$ cat config.mk
export PLATFORM = sky130hd
export DESIGN_NAME = seq_match_scheduler
export DESIGN_NICKNAME = d
export VERILOG_FILES = /design/src/rtl/seq_match_scheduler.sv
export SDC_FILE = /design/constraint.sdc
export NUM_CORES = 1
export LEC_CHECK = 0
export BUFFER_PORTS_ARGS = -buffer_cell sky130_fd_sc_hd__buf_2
export CORE_MARGIN = 1.5
export CORE_UTILIZATION = 45
export DETAILED_ROUTE_END_ITERATION = 8
export GPL_TIMING_DRIVEN = 0
export PLACE_DENSITY = 0.81
export SETUP_SLACK_MARGIN = 0.1
export SLEW_MARGIN = 10
export SYNTH_ARGS = -nofsm -noshare
export SYNTH_HDL_FRONTEND = slang
export SYNTH_SLANG_ARGS = --single-unit
$ cat constraint.sdc
create_clock -name clk -period 4.6 [get_ports clk]
set_input_delay 0.92 -clock clk [delete_from_list [all_inputs] [get_ports clk]]
set_output_delay 0.92 -clock clk [all_outputs]
set_load 0.01 [all_outputs]
$ cat src/rtl/seq_match_scheduler.sv
// Round-robin scheduler that feeds one channel's word at a time, MSB first,
// through a shared overlapping 4-bit sequence detector and reports the match count.
module seq_match_scheduler #(
  parameter int         NREQ    = 4,
  parameter int         WIDTH   = 8,
  parameter logic [3:0] PATTERN = 4'b1011,
  parameter int         IDW     = $clog2(NREQ),
  parameter int         CW      = $clog2(WIDTH + 1)
) (
  input  logic                  clk,
  input  logic                  rst,
  input  logic [NREQ-1:0]       req,
  input  logic [NREQ*WIDTH-1:0] data,
  output logic [NREQ-1:0]       gnt,
  output logic                  busy,
  output logic                  ser_bit,
  output logic                  match_pulse,
  output logic                  done,
  output logic [IDW-1:0]        done_id,
  output logic [CW-1:0]         match_cnt
);

  typedef enum logic [1:0] {IDLE, SHIFT, DONE} state_t;

  state_t           state, state_next;
  logic [WIDTH-1:0] words [NREQ];
  logic [WIDTH-1:0] sreg;
  logic [2:0]       hist;
  logic [CW-1:0]    bit_cnt;
  logic [CW-1:0]    run_cnt;
  logic [IDW-1:0]   last;
  logic [IDW-1:0]   winner;
  logic [IDW-1:0]   cand;
  logic             found;
  logic             hit;
  logic             last_bit;

  for (genvar gi = 0; gi < NREQ; gi++) begin : g_words
    assign words[gi] = data[gi*WIDTH +: WIDTH];
  end

  // Search upward from the channel after the last grant, wrapping at NREQ-1.
  always_comb begin
    found  = 1'b0;
    winner = '0;
    cand   = last;
    for (int k = 0; k < NREQ; k++) begin
      cand = (cand == IDW'(NREQ - 1)) ? '0 : cand + 1'b1;
      if (!found && req[cand]) begin
        found  = 1'b1;
        winner = cand;
      end
    end
  end

  assign ser_bit  = (state == SHIFT) & sreg[WIDTH-1];
  assign busy     = (state != IDLE);
  assign last_bit = (bit_cnt == CW'(WIDTH - 1));
  // The bit-index guard keeps the cleared window from forming a false early match.
  assign hit      = (state == SHIFT) && ({hist, sreg[WIDTH-1]} == PATTERN) &&
                    (bit_cnt >= CW'(3));

  always_ff @(posedge clk or posedge rst) begin
    if (rst) state <= IDLE;
    else     state <= state_next;
  end

  always_comb begin
    state_next = state;
    case (state)
      IDLE:    if (found) state_next = SHIFT;
      SHIFT:   if (last_bit) state_next = DONE;
      DONE:    state_next = IDLE;
      default: state_next = IDLE;
    endcase
  end

  always_ff @(posedge clk or posedge rst) begin
    if (rst) begin
      gnt         <= '0;
      match_pulse <= 1'b0;
      done        <= 1'b0;
      done_id     <= '0;
      match_cnt   <= '0;
      sreg        <= '0;
      hist        <= '0;
      bit_cnt     <= '0;
      run_cnt     <= '0;
      last        <= IDW'(NREQ - 1);
    end else begin
      gnt         <= '0;
      match_pulse <= 1'b0;
      done        <= 1'b0;
      case (state)
        IDLE: begin
          if (found) begin
            sreg    <= words[winner];
            hist    <= '0;
            bit_cnt <= '0;
            run_cnt <= '0;
            last    <= winner;
            gnt     <= NREQ'(1) << winner;
          end
        end
        SHIFT: begin
          sreg    <= {sreg[WIDTH-2:0], 1'b0};
          hist    <= {hist[1:0], sreg[WIDTH-1]};
          bit_cnt <= bit_cnt + 1'b1;
          if (hit) begin
            match_pulse <= 1'b1;
            run_cnt     <= run_cnt + 1'b1;
          end
          // last holds the channel in flight until the next grant.
          if (last_bit) begin
            done      <= 1'b1;
            done_id   <= last;
            match_cnt <= run_cnt + {{(CW-1){1'b0}}, hit};
          end
        end
        default: ;
      endcase
    end
  end

endmodule

==> reports/summary.txt <==
total track usage = 18.6%
crit path time final = 2.99 ns
Die Wd = 70.8 microns
antenna-violating nets left = 0
Die Y = 70.8 microns
First DRT Iteration DRCs = 97
htree depth = 2
post-synth top area share = 39.9%
ys async rst share = 100%
WL final = 4.30 mm
setup TNS = 0 ns
row count = 24
final hold violation count = 0
Core ar. = 4380 sq um
flop and latch count out of synthesis = 35
initial antenna violation count = 0
Longest Clk Path Bufs = 2
IO Pins = 52
# clock sinks = 35
Peak Freq = 335 MHz
status = finished clean
count of pins over their slew limit = 0
dpl hpwl = 3.14 mm
CP max stage delay = 0.55 ns
via count = 1741
gpl congestion = 0.764
drt first pass iters = 4
grt total ovfl = 0
Post-Synth Adder-Cell Area = 3.02%
setup skew after layout = 0.0120 ns
layout cell share with drive strength beyond 1 = 30.7%
Clock Latency Late Sink = 0.29 ns
CP Cell Sequence = ha_1 -> buf_2 -> mux2i_1 -> o21ai_1 -> a2111oi_2 -> a2bb2oi_4 -> buf_6 -> mux2i_1 -> a31oi_1 -> a22o_1
Crit path buffers/inverters = 2
final std cells w/o fill = 316
PortBufs = 50
unrepaired setup endpoints after global routing = no
Least-Margin Pin Slew = 0.811 ns
ys flop type = dfrtp_1
Seq/Total Area, Yosys = 42.4%
Req. time, crit path = 4.78 ns
Max FO, Critical Path = 10
count leader, synth = dfrtp_1
Clock transition at path regs = 0.07 ns
first-pass GRT wire length = 7.39 mm
kind of critical path = reg -> reg
CTS tree = yes
routed vias/inst = 5.51
Die ar. = 5020 sq um
Initial Utilization = 47.2%
maxcap violations = 0
# setup viols final = 0
CP endpoint kind = register
xor-xnor portion of the synthesized cell area = 2.11%
multiplexer share of the synthesized area = 10.0%
Inserted Diodes = 0
largest family of logic cells by synthesized area = compound AO/OA/AOI/OAI gates
Syn Inst Count = 206
Synth cell types = 48
Tcrit/Tclk final = 64.9%
Fin Hold WS = 0.502 ns
TritonCTS Buffers = 5
synthesized net count = 249
Post-CTS Hold Fix Bufs = 0
EDFF count, synth = 0
routed len/inst = 13.6 microns
post_cts resized = 0
top cells by count, synth = dfrtp_1, nand2_1, nor2_1
largest net degree at the start of global routing = 36
CP max stage cell = dfstp_2
cell taking the most area after synthesis = dfrtp_1
peak supply drop = 0.400 mV
Area Overhead vs Synth = 19.6%
CTS root buf = clkbuf_8
Post-CTS Setup Inserts = 0
Nets = 306
main area contributors after synthesis = dfrtp_1, mux2i_1, nand2_1
vias in the first global route = 1644
relative slew slack = 45.8%
Post-Synth Simple-Gate Area = 17.1%
CP Launch Type = register
PwrDens = 709 nW/um^2
Worst path most repeated cell = mux2i_1
Lkg Pwr = 1.21 nW
Hold Path Class = reg -> reg
delay-heaviest family, CP = compound AO/OA/AOI/OAI gates
synth warn = 0
Worst EP arrival = 3.17 ns
Synth Area in Compound Gates = 20.8%
placed cell count = 308
synthesized area per cell = 10.1 sq um
drt drc = 0
mapped cell area = 2070 sq um
[sequential cells by signal, indices dropped and copies added, names as in the netlist]
register,count
hist,3
done,1
run_cnt,4
done_id,2
last,2
match_cnt,4
state,2
bit_cnt,4
sreg,8
match_pulse,1
gnt,4
[cells in the final DEF (no fill, tap or decap), types with 2 or more instances in the layout]
cell type,count
buf_2,52
dfrtp_1,33
nand2_1,21
nor2_1,17
mux2i_1,14
o21ai_0,10
inv_1,8
clkbuf_1,8
a22o_1,7
a21oi_1,6
a31oi_1,6
mux2_2,6
nor3_1,6
clkbuf_8,6
ha_1,5
nand3b_1,4
xor2_1,4
a32oi_1,4
nor2b_1,3
nor3b_1,3
or2_2,2
nand2b_1,2
a2bb2oi_4,2
buf_6,2
o21bai_1,2
a22oi_1,2
a32o_1,2
and3_1,2
nand4_1,2
dfstp_2,2
[final cells by class]
class	count	area (sq um)
Multi-Input combinational cell	151	1100
Buffer	11	58.8
Inverter	9	33.8
Clock inverter	1	5.00
Tap cell	52	65.1
Sequential cell	35	878
Timing Repair Buffer	50	250
Clock buffer	7	86.3
Fill cell	404	1910
[power by group]
| group | switching (W) | internal, W | total, W |
|---|---|---|---|
| combinational | 0.000557 | 0.000456 | 0.00101 |
| clock | 0.000110 | 0.000121 | 0.000230 |
| sequential | 0.0000775 | 0.000436 | 0.000513 |
[worst paths after layout]
kind,from,slack [ns],endpoint,cells past startpoint
worst min-delay path,sreg[3]$_DFFE_PP0P_,0.50,sreg[3]$_DFFE_PP0P_,1
min in group asynchronous,rst,0.74,match_cnt[3]$_DFFE_PP0P_,2
max in group asynchronous,rst,3.39,sreg[6]$_DFFE_PP0P_,2
worst max register to register,last[0]$_DFFE_PP1P_,1.61,sreg[3]$_DFFE_PP0P_,10
worst max-delay path,last[0]$_DFFE_PP1P_,1.61,sreg[3]$_DFFE_PP0P_,10
worst min register to register,sreg[3]$_DFFE_PP0P_,0.50,sreg[3]$_DFFE_PP0P_,1
[per-stage QoR]
| stage | utilization, % | area (sq um) | total power, W | setup slack [ns] |
|---|---|---|---|---|
| after floorplan | - | 2070 | 0.00130 | 1.76 |
| after global routing | 56.5 | 2480 | 0.00190 | 1.40 |
| final | 56.5 | 2480 | 0.00176 | 1.61 |
| after global placement | 54.4 | 2390 | 0.00150 | 1.52 |
| after CTS | 56.5 | 2480 | 0.00176 | 1.60 |
| after detailed placement | 54.4 | 2390 | 0.00153 | 1.47 |
[cells by family after synthesis]
group           Yosys count
compound gates           52
xor+xnor                  5
buf+inv                  20
simple gates             69
mux                      20
flops                    35
fa+ha+maj                 5
[layer usage]
metal / GRT usage (%) / up-vias / routed length (microns)
met2: 30.1 / 42 / 2040
met3: 5.13 / 9 / 187
li1: - / 868 / -
met5: 0 / - / 0
met4: 5.66 / 0 / 61
met1: 24.5 / 822 / 2010
Power figures use the tool's default switching activity.
